<file path="config.mk">
export PLATFORM = sky130hd
export DESIGN_NAME = keypad_scan_encoder
export DESIGN_NICKNAME = d
export VERILOG_FILES = /design/src/rtl/keypad_scan_encoder.sv
export SDC_FILE = /design/constraint.sdc
export NUM_CORES = 1
export LEC_CHECK = 0
export ABC_CLOCK_PERIOD_IN_PS = 6800
export CAP_MARGIN = 20
export CORE_MARGIN = 2
export CORE_UTILIZATION = 30
export DETAILED_ROUTE_END_ITERATION = 6
export PLACE_DENSITY_LB_ADDON = 0.2
export SKIP_LAST_GASP = 1
export SYNTH_ARGS = -nofsm -noshare
export SYNTH_HDL_FRONTEND = slang
export SYNTH_SLANG_ARGS = --single-unit
</file>
<file path="constraint.sdc">
create_clock -name qzt_clk -period 6.8 [get_ports qzt_clk]
set_clock_uncertainty 0.2 [all_clocks]
set_input_delay 0.68 -clock qzt_clk [delete_from_list [all_inputs] [get_ports qzt_clk]]
set_output_delay 0.68 -clock qzt_clk [all_outputs]
set_load 0.02 [all_outputs]
</file>
<file path="src/rtl/keypad_scan_encoder.sv">
// 4x4 matrix keypad scanner with frame-level debounce, key event strobe and 4-digit BCD entry register.
// Optional build macro KEYPAD_AUTOREPEAT_EN adds key autorepeat while a key stays held.
module keypad_scan_encoder #(
    parameter int SCAN_PERIOD    = 2500,
    parameter int DEBOUNCE_SCANS = 4,
    parameter int REPEAT_FRAMES  = 50
) (
    input  logic        qzt_clk,
    input  logic        reset_sincro,
    input  logic [3:0]  row_in,
    output logic [3:0]  col_drive,
    output logic [3:0]  key_code,
    output logic        key_valid,
    output logic        key_held,
    output logic [15:0] fourDigitOutput
);

    localparam int CNT_W = (SCAN_PERIOD > 1) ? $clog2(SCAN_PERIOD) : 1;
    localparam int DB_W  = $clog2(DEBOUNCE_SCANS + 1);
    localparam logic [CNT_W-1:0] CNT_LAST  = CNT_W'(SCAN_PERIOD - 1);
    localparam logic [DB_W-1:0]  DB_TARGET = DB_W'(DEBOUNCE_SCANS);
    localparam logic [DB_W-1:0]  DB_ONE    = DB_W'(1);

    typedef enum logic [1:0] {
        IDLE,
        PRESS_DB,
        HELD,
        RELEASE_DB
    } state_t;

    logic [3:0]       row_meta_reg;
    logic [3:0]       row_sync_reg;
    logic [3:0]       row_low;
    logic [CNT_W-1:0] cnt_reg;
    logic [1:0]       col_reg;
    logic [1:0]       col_next;
    logic [3:0]       col_drive_next;
    logic [1:0]       frame_hits_reg;
    logic [3:0]       frame_code_reg;

    logic             sample_now;
    logic             frame_end;
    logic [1:0]       col_hits;
    logic [1:0]       col_row;
    logic [1:0]       base_hits;
    logic [3:0]       base_code;
    logic [2:0]       hit_sum;
    logic [1:0]       acc_hits;
    logic [3:0]       acc_code;
    logic             result_valid;
    logic [3:0]       result_code;

    state_t           state_reg;
    logic [3:0]       cand_reg;
    logic [DB_W-1:0]  dbcnt_reg;
    logic [DB_W-1:0]  dbcnt_inc;

    assign sample_now = (cnt_reg == CNT_LAST);
    assign frame_end  = sample_now && (col_reg == 2'd3);
    assign col_next   = col_reg + 2'd1;

    genvar gi;
    generate
        for (gi = 0; gi < 4; gi++) begin : g_col
            assign row_low[gi]        = ~row_sync_reg[gi];
            assign col_drive_next[gi] = (col_next != 2'(gi));
        end
    endgenerate

    // Count low rows in the current column; any count above one already means ghosting.
    always_comb begin
        col_hits = 2'd0;
        col_row  = 2'd0;
        for (int r = 0; r < 4; r++) begin
            if (row_low[r]) begin
                col_row = 2'(r);
                if (col_hits != 2'd2) begin
                    col_hits = col_hits + 2'd1;
                end
            end
        end
    end

    always_comb begin
        base_hits    = (col_reg == 2'd0) ? 2'd0 : frame_hits_reg;
        base_code    = (col_reg == 2'd0) ? 4'd0 : frame_code_reg;
        hit_sum      = {1'b0, base_hits} + {1'b0, col_hits};
        acc_hits     = (hit_sum > 3'd2) ? 2'd2 : hit_sum[1:0];
        acc_code     = (col_hits != 2'd0) ? {col_row, col_reg} : base_code;
        result_valid = (acc_hits == 2'd1);
        result_code  = acc_code;
    end

    assign dbcnt_inc = (dbcnt_reg == DB_TARGET) ? dbcnt_reg : dbcnt_reg + DB_ONE;

    function automatic logic [15:0] apply_key(input logic [15:0] digits, input logic [3:0] code);
        if (code <= 4'd9) begin
            return {digits[11:0], code};
        end else if (code == 4'd10) begin
            return 16'h0000;
        end
        return digits;
    endfunction

    always_ff @(posedge qzt_clk) begin
        if (reset_sincro) begin
            row_meta_reg   <= 4'hF;
            row_sync_reg   <= 4'hF;
            cnt_reg        <= '0;
            col_reg        <= 2'd0;
            col_drive      <= 4'b1110;
            frame_hits_reg <= 2'd0;
            frame_code_reg <= 4'd0;
        end else begin
            row_meta_reg <= row_in;
            row_sync_reg <= row_meta_reg;
            if (sample_now) begin
                cnt_reg        <= '0;
                col_reg        <= col_next;
                col_drive      <= col_drive_next;
                frame_hits_reg <= acc_hits;
                frame_code_reg <= acc_code;
            end else begin
                cnt_reg <= cnt_reg + CNT_W'(1);
            end
        end
    end

`ifdef KEYPAD_AUTOREPEAT_EN
    localparam int RPT_W = $clog2(((REPEAT_FRAMES > 1) ? REPEAT_FRAMES : 1) + 1);
    localparam logic [RPT_W-1:0] RPT_TARGET = RPT_W'((REPEAT_FRAMES > 1) ? REPEAT_FRAMES : 1);
    logic [RPT_W-1:0] rpt_reg;
    logic [RPT_W-1:0] rpt_inc;
    assign rpt_inc = (rpt_reg == RPT_TARGET) ? rpt_reg : rpt_reg + RPT_W'(1);
`endif

    always_ff @(posedge qzt_clk) begin
        if (reset_sincro) begin
            state_reg       <= IDLE;
            cand_reg        <= 4'd0;
            dbcnt_reg       <= '0;
            key_code        <= 4'd0;
            key_valid       <= 1'b0;
            key_held        <= 1'b0;
            fourDigitOutput <= 16'h0000;
`ifdef KEYPAD_AUTOREPEAT_EN
            rpt_reg         <= '0;
`endif
        end else begin
            key_valid <= 1'b0;
            if (frame_end) begin
                case (state_reg)
                    IDLE: begin
                        if (result_valid) begin
                            cand_reg  <= result_code;
                            dbcnt_reg <= DB_ONE;
                            if (DB_ONE >= DB_TARGET) begin
                                state_reg       <= HELD;
                                key_code        <= result_code;
                                key_valid       <= 1'b1;
                                key_held        <= 1'b1;
                                fourDigitOutput <= apply_key(fourDigitOutput, result_code);
                            end else begin
                                state_reg <= PRESS_DB;
                            end
                        end
                    end
                    PRESS_DB: begin
                        if (result_valid && (result_code == cand_reg)) begin
                            dbcnt_reg <= dbcnt_inc;
                            if (dbcnt_inc >= DB_TARGET) begin
                                state_reg       <= HELD;
                                key_code        <= cand_reg;
                                key_valid       <= 1'b1;
                                key_held        <= 1'b1;
                                fourDigitOutput <= apply_key(fourDigitOutput, cand_reg);
                            end
                        end else if (result_valid) begin
                            // A different key restarts the debounce with the new candidate.
                            cand_reg  <= result_code;
                            dbcnt_reg <= DB_ONE;
                        end else begin
                            state_reg <= IDLE;
                            dbcnt_reg <= '0;
                        end
                    end
                    HELD: begin
                        if (!result_valid) begin
                            dbcnt_reg <= DB_ONE;
                            if (DB_ONE >= DB_TARGET) begin
                                state_reg <= IDLE;
                                key_held  <= 1'b0;
                            end else begin
                                state_reg <= RELEASE_DB;
                            end
`ifdef KEYPAD_AUTOREPEAT_EN
                            rpt_reg <= '0;
                        end else if (rpt_inc >= RPT_TARGET) begin
                            rpt_reg         <= '0;
                            key_valid       <= 1'b1;
                            fourDigitOutput <= apply_key(fourDigitOutput, key_code);
                        end else begin
                            rpt_reg <= rpt_inc;
`endif
                        end
                    end
                    RELEASE_DB: begin
                        if (!result_valid) begin
                            dbcnt_reg <= dbcnt_inc;
                            if (dbcnt_inc >= DB_TARGET) begin
                                state_reg <= IDLE;
                                key_held  <= 1'b0;
                                dbcnt_reg <= '0;
                            end
                        end else begin
                            state_reg <= HELD;
                            dbcnt_reg <= '0;
                        end
                    end
                    default: begin
                        state_reg <= IDLE;
                    end
                endcase
            end
        end
    end

endmodule
</file>
==> impl_metrics.json <==
{
  "synth_seq_area_share": 0.391,
  "ys.flop_type": "dfxtp_1",
  "syn_inst": 344,
  "max_freq_ghz": 0.217,
  "grt.overflow.total": 0,
  "drt_iter0_markers": 100,
  "cts_inserted_buffers": 9,
  "firstDrtPassIters": 4,
  "cts_buffer_depth": 2,
  "clk_pin_slew_worst_paths_ns": 0.07,
  "syn_avg_cell_area_sq_um": 9.39,
  "cts_root_buf": "clkbuf_8",
  "num_io_pins": 32,
  "drt-total-wl_um": 6570,
  "avgRoutedWirePerCell_um": 13.0,
  "avgViaCountPerCell": 4.80,
  "gr-usage-all-layers": 0.125,
  "p_leak_nw": 1.38,
  "cp.arrival_ns": 4.62,
  "whs_ns": 0.207,
  "synth_nets": 366,
  "end_kind": "flip-flop",
  "gp_congestion": 0.748,
  "crit_required_ns": 6.81,
  "drtAntennaViolNets": 0,
  "synthTopCellsByArea": "dfxtp_1, ha_1, nand2_1",
  "rsz0062_at_grt": "false",
  "yosysWarnings": 0,
  "grt_pass1_vias": 2381,
  "coreArea_sq_mm": 0.0104,
  "critical_path.max_fanout": 13,
  "rows": 37,
  "async_reset_ff_frac": 0,
  "synth_area_sq_mm": 0.00323,
  "start_kind": "flip-flop",
  "drc": 0,
  "ys_seq_elements": 63,
  "slew_violations": 0,
  "vdd_drop_max_mv": 0.0943,
  "setup_viol": 0,
  "fin_crit_ns": 4.62,
  "clock_latency_ns": 0.34,
  "seq_area_sq_mm": 0.00126,
  "hp-class": "reg2reg",
  "grt_max_degree": 40,
  "multiInputGateArea_sq_mm": 0.00175,
  "ctsHoldBuffers": 0,
  "yosys.area.top_type": "dfxtp_1",
  "reg2reg_slack_ns": 2.18,
  "synth_top_area_share": 0.391,
  "area_delta_synth_final_pct": 15.6,
  "htreeDepth": 3,
  "dieArea_sq_mm": 0.0116,
  "fillers": 1084,
  "totalPowerFinal_mw": 0.698,
  "vias": 2434,
  "die_w_um": 108,
  "status": "completed",
  "synth-edff-count": 0,
  "cts.sinks": 63,
  "largest_register_ffs": 16,
  "path_class": "reg2reg",
  "worst_pin_slew_ns": 0.808,
  "final_common_cell": "dfxtp_1",
  "initial_core_util": 0.311,
  "die_h_um": 108,
  "cts_setup_buffers": 0,
  "ctsResizeCount": 0,
  "ys_types": 66,
  "cap_violations": 0,
  "grt_first_pass_wirelength_um": 11400,
  "antenna_found_initial": 0,
  "drive_gt1_frac": 0.151,
  "p_per_area_mw_per_mm2": 187,
  "slew_headroom": 0.461,
  "final_cell_mix": "dfxtp_1, nand2_1, clkdlybuf4s50_1",
  "cts_tree": "built",
  "final_nets": 389,
  "setup_tns_ns": 0,
  "portBuffers": 31,
  "post-route-period-util": 0.679,
  "final-hold-violation-count": 0,
  "antennaDiodeCount": 0,
  "hpwl_um": 4710
}
## Yosys cell counts (all sizes together) (10+ instances only)
cell type	n
dfxtp	63
nand2	42
nor2	31
a21oi	18
inv	18
ha	15
nand3	13
clkbuf	12
xor2	12
o21ai	10
## area by class of cell
type                    instances  area share
clock buffers                  11      0.0379
clock inverters                 4     0.00603
inverters                      18      0.0181
multi-input cells             243       0.469
flip-flops and latches         63       0.338
well taps                     136      0.0456
repair buffers                 32      0.0851
## critical path, cell delays in order (launching register included)
cell and delay (ns):
dfxtp_1 0.35, inv_1 0.07, ha_1 0.32, mux2i_1 0.20
ha_1 0.30, mux2_2 0.29, fa_1 0.49, or3b_1 0.51
nor2_1 0.36, nand3_1 0.19, a2111oi_4 0.66, and2_4 0.41
o32ai_2 0.11
## path summary, 6_finish.rpt
path              startpoint            endpoint  cells past startpoint
max          row_sync_reg[0]  fourDigitOutput[4]                     12
min          row_meta_reg[3]     row_sync_reg[3]                      1
max reg2reg  row_sync_reg[0]  fourDigitOutput[4]                     12
min reg2reg  row_meta_reg[3]     row_sync_reg[3]                      1
## stage by stage
step / cell area (sq um) / cells / utilization / worst slack (ns)
6_report: 3730 / 507 / 0.360 / 2.18
5_1_grt: 3730 / 507 / 0.360 / 1.87
4_1_cts: 3730 / 507 / 0.360 / 2.16
3_5_place_dp: 3570 / 492 / 0.344 / 2.18
3_3_place_gp: 3570 / 492 / 0.344 / 2.35
2_1_floorplan: 3230 / 344 / - / 2.95
## where the power goes
group | leakage, nW | internal, mW | switching (mW) | total, mW
clock network | 0.0850 | 0.138 | 0.140 | 0.279
logic | 0.787 | 0.0164 | 0.0271 | 0.0435
registers | 0.510 | 0.373 | 0.00358 | 0.376
total | 1.38 | 0.527 | 0.171 | 0.698
## cells by family after synthesis
group,Yosys count,share of synthesized area
xor gates and xnor gates,17,0.0461
buffers and inverters,38,0.0670
DFF,63,0.391
adders and majority gates,16,0.0643
muxes,8,0.0252
and+or+nand+nor,134,0.219
AOI/OAI and AO/OA,68,0.188
## routing by layer
layer  wire (um)  share of wire  track usage
met1        3280           0.50        0.164
met2        2880           0.44        0.195
met3         276          0.042       0.0278
met4         132          0.020       0.0577
met5           0              0            0
No activity file was read; power rests on OpenSTA's default activity.
